<file path="config.mk">
export PLATFORM = sky130hd
export DESIGN_NAME = hazard_ctrl
export DESIGN_NICKNAME = d
export VERILOG_FILES = /design/src/rtl/hazard_ctrl_pkg.sv /design/src/rtl/hazard_mem_wait.sv /design/src/rtl/hazard_ctrl.sv
export SDC_FILE = /design/constraint.sdc
export NUM_CORES = 1
export LEC_CHECK = 0
export CAP_MARGIN = 10
export CORE_MARGIN = 10
export CORE_UTILIZATION = 40
export CTS_CLUSTER_DIAMETER = 120
export DETAILED_ROUTE_END_ITERATION = 10
export PLACE_DENSITY = 0.77
export SLEW_MARGIN = 20
export SYNTH_ARGS = -nofsm -noshare
export SYNTH_HDL_FRONTEND = slang
export SYNTH_HIERARCHICAL = 1
export SYNTH_SLANG_ARGS = --single-unit
export TNS_END_PERCENT = 50
</file>
<file path="constraint.sdc">
create_clock -name clk -period 8 [get_ports clk]
set_input_delay 1.6 -clock clk [delete_from_list [all_inputs] [get_ports clk]]
set_output_delay 1.6 -clock clk [all_outputs]
set_load 0.01 [all_outputs]
</file>
<file path="src/rtl/hazard_ctrl_pkg.sv">
// hazard_ctrl_pkg: shared opcode-class encodings, FSM state encodings and register-usage helpers
//   Macros   : `Rtype `ItypeL `ItypeA `ItypeJ `Stype `Btype `UtypeU `Jtype (5-bit opcode classes)
//              `HC_RUN `HC_MEM_WAIT (hazard controller FSM states)
//   Package  : op_t, hc_state_t, rs1_used(), rs2_used()
`ifndef HAZARD_CTRL_DEFS
`define HAZARD_CTRL_DEFS
`define Rtype       5'd0
`define ItypeL      5'd1
`define ItypeA      5'd2
`define ItypeJ      5'd3
`define Stype       5'd4
`define Btype       5'd5
`define UtypeU      5'd6
`define Jtype       5'd7
`define HC_RUN      1'b0
`define HC_MEM_WAIT 1'b1
`endif

package hazard_ctrl_pkg;

    typedef logic [4:0] op_t;

    localparam op_t OP_RTYPE  = `Rtype;
    localparam op_t OP_STYPE  = `Stype;
    localparam op_t OP_BTYPE  = `Btype;
    localparam op_t OP_UTYPEU = `UtypeU;
    localparam op_t OP_JTYPE  = `Jtype;

    typedef enum logic {
        HC_RUN      = `HC_RUN,
        HC_MEM_WAIT = `HC_MEM_WAIT
    } hc_state_t;

    // LUI/AUIPC and JAL carry no rs1 field; everything else reads rs1.
    function automatic logic rs1_used(input op_t op);
        return !(op == OP_UTYPEU || op == OP_JTYPE);
    endfunction

    function automatic logic rs2_used(input op_t op);
        return op == OP_RTYPE || op == OP_STYPE || op == OP_BTYPE;
    endfunction

endpackage

</file>
<file path="src/rtl/hazard_mem_wait.sv">
// hazard_mem_wait: data-memory wait FSM with timeout watchdog
//   clk, rst     : clock, synchronous active-high reset
//   mem_req      : MEM-stage instruction accesses data memory
//   dmem_ack     : memory completes the access this cycle
//   mem_stall    : pipeline must hold for the MEM access (same cycle)
//   mem_timeout  : one-cycle pulse on forced release
//   mem_err      : sticky timeout flag, cleared only by rst
module hazard_mem_wait
    import hazard_ctrl_pkg::*;
#(
    parameter int MEM_TIMEOUT = 16
) (
    input  logic clk,
    input  logic rst,
    input  logic mem_req,
    input  logic dmem_ack,
    output logic mem_stall,
    output logic mem_timeout,
    output logic mem_err
);

    localparam int CW = $clog2(MEM_TIMEOUT + 1);
    localparam logic [CW-1:0] LIMIT = CW'(MEM_TIMEOUT);

    hc_state_t     state;
    logic [CW-1:0] wait_cnt;
    logic          at_limit;

    // wait_cnt counts stall cycles already spent on the current access,
    // so reaching LIMIT means the budget is exhausted this cycle.
    always_comb begin
        at_limit    = wait_cnt == LIMIT;
        mem_stall   = !rst && (state == HC_RUN ? mem_req && !dmem_ack : !dmem_ack && !at_limit);
        mem_timeout = !rst && state == HC_MEM_WAIT && !dmem_ack && at_limit;
    end

    // mem_req is not sampled in MEM_WAIT: the MEM stage is frozen while waiting.
    always_ff @(posedge clk) begin
        if (rst) begin
            state    <= HC_RUN;
            wait_cnt <= '0;
            mem_err  <= 1'b0;
        end else if (state == HC_RUN) begin
            if (mem_req && !dmem_ack) begin
                state    <= HC_MEM_WAIT;
                wait_cnt <= CW'(1);
            end
        end else if (dmem_ack || at_limit) begin
            state    <= HC_RUN;
            wait_cnt <= '0;
            mem_err  <= mem_err || !dmem_ack;
        end else begin
            wait_cnt <= wait_cnt + CW'(1);
        end
    end

endmodule

</file>
<file path="src/rtl/hazard_ctrl.sv">
// hazard_ctrl: pipeline stall/flush sequencing for the 5-stage core
//   clk, rst                      : clock, synchronous active-high reset
//   id_inst_op, id_rs1, id_rs2    : ID instruction opcode class and sources
//   ex_rd, ex_mem_read            : EX destination and load flag
//   ex_br_taken                   : EX branch/jump resolved taken
//   mem_req, dmem_ack             : MEM access request and memory completion
//   pc_stall .. mem_wb_bubble     : pipeline register enables/clears
//   mem_timeout, mem_err          : watchdog pulse and sticky error
//   stall_cycles                  : count of cycles with pc_stall=1 (wraps)
module hazard_ctrl
    import hazard_ctrl_pkg::*;
#(
    parameter int MEM_TIMEOUT = 16,
    parameter int PERF_W      = 32
) (
    input  logic              clk,
    input  logic              rst,
    input  logic [4:0]        id_inst_op,
    input  logic [4:0]        id_rs1,
    input  logic [4:0]        id_rs2,
    input  logic [4:0]        ex_rd,
    input  logic              ex_mem_read,
    input  logic              ex_br_taken,
    input  logic              mem_req,
    input  logic              dmem_ack,
    output logic              pc_stall,
    output logic              if_id_stall,
    output logic              if_id_flush,
    output logic              id_ex_stall,
    output logic              id_ex_flush,
    output logic              ex_mem_stall,
    output logic              mem_wb_bubble,
    output logic              mem_timeout,
    output logic              mem_err,
    output logic [PERF_W-1:0] stall_cycles
);

    logic mem_stall;
    logic load_use;

    hazard_mem_wait #(
        .MEM_TIMEOUT(MEM_TIMEOUT)
    ) u_mem_wait (
        .clk        (clk),
        .rst        (rst),
        .mem_req    (mem_req),
        .dmem_ack   (dmem_ack),
        .mem_stall  (mem_stall),
        .mem_timeout(mem_timeout),
        .mem_err    (mem_err)
    );

    // Priority: MEM stall freezes everything (a taken branch waits in EX),
    // then a taken branch squashes ID (hiding any load-use), then load-use.
    always_comb begin
        load_use      = ex_mem_read && ex_rd != 5'd0 &&
                        ((rs1_used(id_inst_op) && id_rs1 == ex_rd) ||
                         (rs2_used(id_inst_op) && id_rs2 == ex_rd));
        pc_stall      = mem_stall || (!rst && !ex_br_taken && load_use);
        if_id_stall   = pc_stall;
        id_ex_stall   = mem_stall;
        ex_mem_stall  = mem_stall;
        mem_wb_bubble = mem_stall;
        if_id_flush   = !rst && !mem_stall && ex_br_taken;
        id_ex_flush   = !rst && !mem_stall && (ex_br_taken || load_use);
    end

    always_ff @(posedge clk) begin
        if (rst)
            stall_cycles <= '0;
        else if (pc_stall)
            stall_cycles <= stall_cycles + PERF_W'(1);
    end

endmodule

</file>
==> impl_metrics.env <==
export IMPL_outcome="finished, final reports clean"
export IMPL_yosysTopAreaCellShare_pct=35.49
export IMPL_leakage_nw=1.019
export IMPL_fillers=489
export IMPL_grt_pass1_vias=1984
export IMPL_ys_ff_latch=39
export IMPL_start_kind="input pin"
export IMPL_hp_class="reg2reg"
export IMPL_finalSetupTns_ns=0
export IMPL_grt_max_degree=51
export IMPL_worstPathArrival_ns=4.23
export IMPL_gp_congestion=0.8463
export IMPL_post_route_period_util_pct=72.84
export IMPL_synthTopCellsByArea="dfxtp_1 (35%), xor2_1 (7.2%), nor2_1 (4.3%)"
export IMPL_dp_slack_ns=2.166
export IMPL_core_area_sq_um=5205
export IMPL_async_reset_ff_share_pct=0
export IMPL_start_util_pct=42.26
export IMPL_die_y_um=94.16
export IMPL_switching_share_pct=23.47
export IMPL_root_buffer="clkbuf_8"
export IMPL_combPwrFrac_pct=10.1
export IMPL_rsz0062_at_grt="false"
export IMPL_p_int_w=0.0003105
export IMPL_num_antenna_cells=0
export IMPL_initialDrtViolationCount=78
export IMPL_ioPinCount=67
export IMPL_syn_area_sq_um=2200
export IMPL_relSlewSlack_pct=37.76
export IMPL_first_pass_iters=4
export IMPL_ys_seq_area_share_pct=35.49
export IMPL_tightestPinTransition_ns=0.9336
export IMPL_yosys_warnings=6
export IMPL_dpl_hpwl_um=4269
export IMPL_fin_skew_ns=0.009736
export IMPL_htreeDepth=2
export IMPL_fin_nets=340
export IMPL_numCtsBuffers=5
export IMPL_seq_power_share_pct=48.7
export IMPL_yosysTopAreaCell="dfxtp_1"
export IMPL_fin_crit_ns=5.828
export IMPL_cts_tree="built"
export IMPL_clock_power_share_pct=41.2
export IMPL_syn_num_nets=279
export IMPL_clkTransAtPathRegs_ns=0.08
export IMPL_grt_pass1_wl_um=9563
export IMPL_wl_per_cell_um=15.00
export IMPL_syn_area_per_cell_sq_um=8.798
export IMPL_fp_dieW_um=94.16
export IMPL_drt_antenna_violating_nets=0
export IMPL_drv_cap=0
export IMPL_track_usage_pct=13.07
export IMPL_fp_row_count=26
export IMPL_grt_ovfl_total=0
export IMPL_dieArea_sq_um=8865
export IMPL_max_clock_path_buffers=2
export IMPL_drive_above_1_share_pct=8.013
export IMPL_powerDensity_nw_per_um2=135.7
export IMPL_antenna_found_initial=0
export IMPL_worstPathRequired_ns=6.40
export IMPL_syn_to_final_growth_pct=35.95
export IMPL_drcViolationCount=0
export IMPL_slew_violations=0
export IMPL_hold_viol=0
export IMPL_final_cell_mix="clkdlybuf4s50_1 (65), dfxtp_1 (39), nor2_1 (25)"
export IMPL_final_util_pct=57.45
export IMPL_synth_edf_count=0
export IMPL_via_per_inst=5.304
export IMPL_critPathMaxFanout=6
export IMPL_power_switching_w=0.00009520
export IMPL_cts_resized=0
export IMPL_finalWirelength_um=5729
export IMPL_ys_types=55
export IMPL_synthCells=250
export IMPL_layout_cells_most_common="clkdlybuf4s50_1"
export IMPL_clock_sinks=39
export IMPL_vdd_drop_max_mv=0.08553
export IMPL_dr_total_vias=2026
export IMPL_endpoint_kind="output pin"
export IMPL_setup_ws_ns=2.172
export IMPL_post_cts_setup_buffers=0
export IMPL_clkLatencyLatePin_ns=0.30
export IMPL_setup_violations=0
export IMPL_ctsHoldBuffers=0
export IMPL_max_freq_ghz=0.1716
export IMPL_io_buffers=66
export IMPL_worstSetupPathType="in2out"
export IMPL_synth_main_ff_cell="dfxtp_1"
[power groups by stage]
stage               Sequential (W)  Clock, W  Combinational (W)
floorplan                 0.000201         0          0.0000201
global placement          0.000202         0          0.0000409
detailed placement        0.000202         0          0.0000413
CTS                       0.000197  0.000170          0.0000414
global route              0.000198  0.000178          0.0000449
finish                    0.000198  0.000167          0.0000411
[cell usage after synthesis (4+ instances only)]
library cell,instances
dfxtp_1,39
nor2_1,25
xor2_1,18
a21oi_1,17
o21ai_0,14
or3_1,12
nand2_1,11
inv_1,8
nand3_1,8
and3_1,7
xnor2_1,7
clkbuf_1,5
nor2b_1,5
nor3_1,5
o2111ai_1,5
buf_4,4
nand2b_1,4
o211ai_1,4
[cell type report]
class / count / area (sq um) / area share (%)
clock buffer: 5 / 68.82 / 2.301
sequential: 39 / 780.7 / 26.11
timing repair buffer: 67 / 663.1 / 22.18
clock inverter: 3 / 43.79 / 1.464
multi-input combinational: 190 / 1316 / 44.02
inverter: 8 / 30.03 / 1.004
tap: 70 / 87.58 / 2.929
[per-layer routing]
layer / up-vias / track usage [%] / wire length, um
met2: 37 / 20.19 / 2636
met1: 950 / 16.22 / 2616
met4: 0 / 3.924 / 72
met3: 6 / 5.196 / 403
li1: 1033 / - / -
met5: - / 0 / 0
[through the flow]
| step | hold WS (ns) | instance area (sq um) | total power, W | instances |
|---|---|---|---|---|
| after detailed placement | 0.4640 | 2878 | 0.0002432 | 374 |
| final | 0.4726 | 2990 | 0.0004057 | 382 |
| after global routing | 0.5294 | 2990 | 0.0004210 | 382 |
| after CTS | 0.4841 | 2990 | 0.0004093 | 382 |
| after global placement | 0.4539 | 2878 | 0.0002428 | 374 |
| after floorplan | 0.4889 | 2200 | 0.0002213 | 250 |
[kinds of logic after synthesis]
family	Yosys count	synth area share, %
flops	39	35.49
compound gates	60	20.36
xor+xnor	25	9.954
fa+ha+maj	3	1.707
buf+inv	21	4.664
mux	3	1.479
simple gates	99	26.34
[sequential cells by signal, summed over array words and instances (netlist names)]
register and count:
stall_cycles 32, u_mem_wait/mem_err 1, u_mem_wait/state 1, u_mem_wait/wait_cnt 5
[critical path: stages]
cell and delay (ns):
clkdlybuf4s50_1 0.46, xor2_1 0.19, a2111oi_2 0.37, nand4_2 0.21
a2111oi_4 0.52, nor2_1 0.22, inv_1 0.11, clkdlybuf4s50_1 0.54
[path summary, 6_finish.rpt]
| kind | depth (start not counted) | slack (ns) | endpoint | startpoint |
|---|---|---|---|---|
| worst max-delay path | 8 | 2.17 | if_id_stall | ex_rd[2] |
| worst min-delay path | 2 | 0.47 | u_mem_wait/mem_err | u_mem_wait/mem_err |
| worst max register to register | 9 | 5.00 | stall_cycles[30] | u_mem_wait/wait_cnt[0] |
| worst min register to register | 2 | 0.47 | u_mem_wait/mem_err | u_mem_wait/mem_err |
No activity file was read; power rests on OpenSTA's default activity.
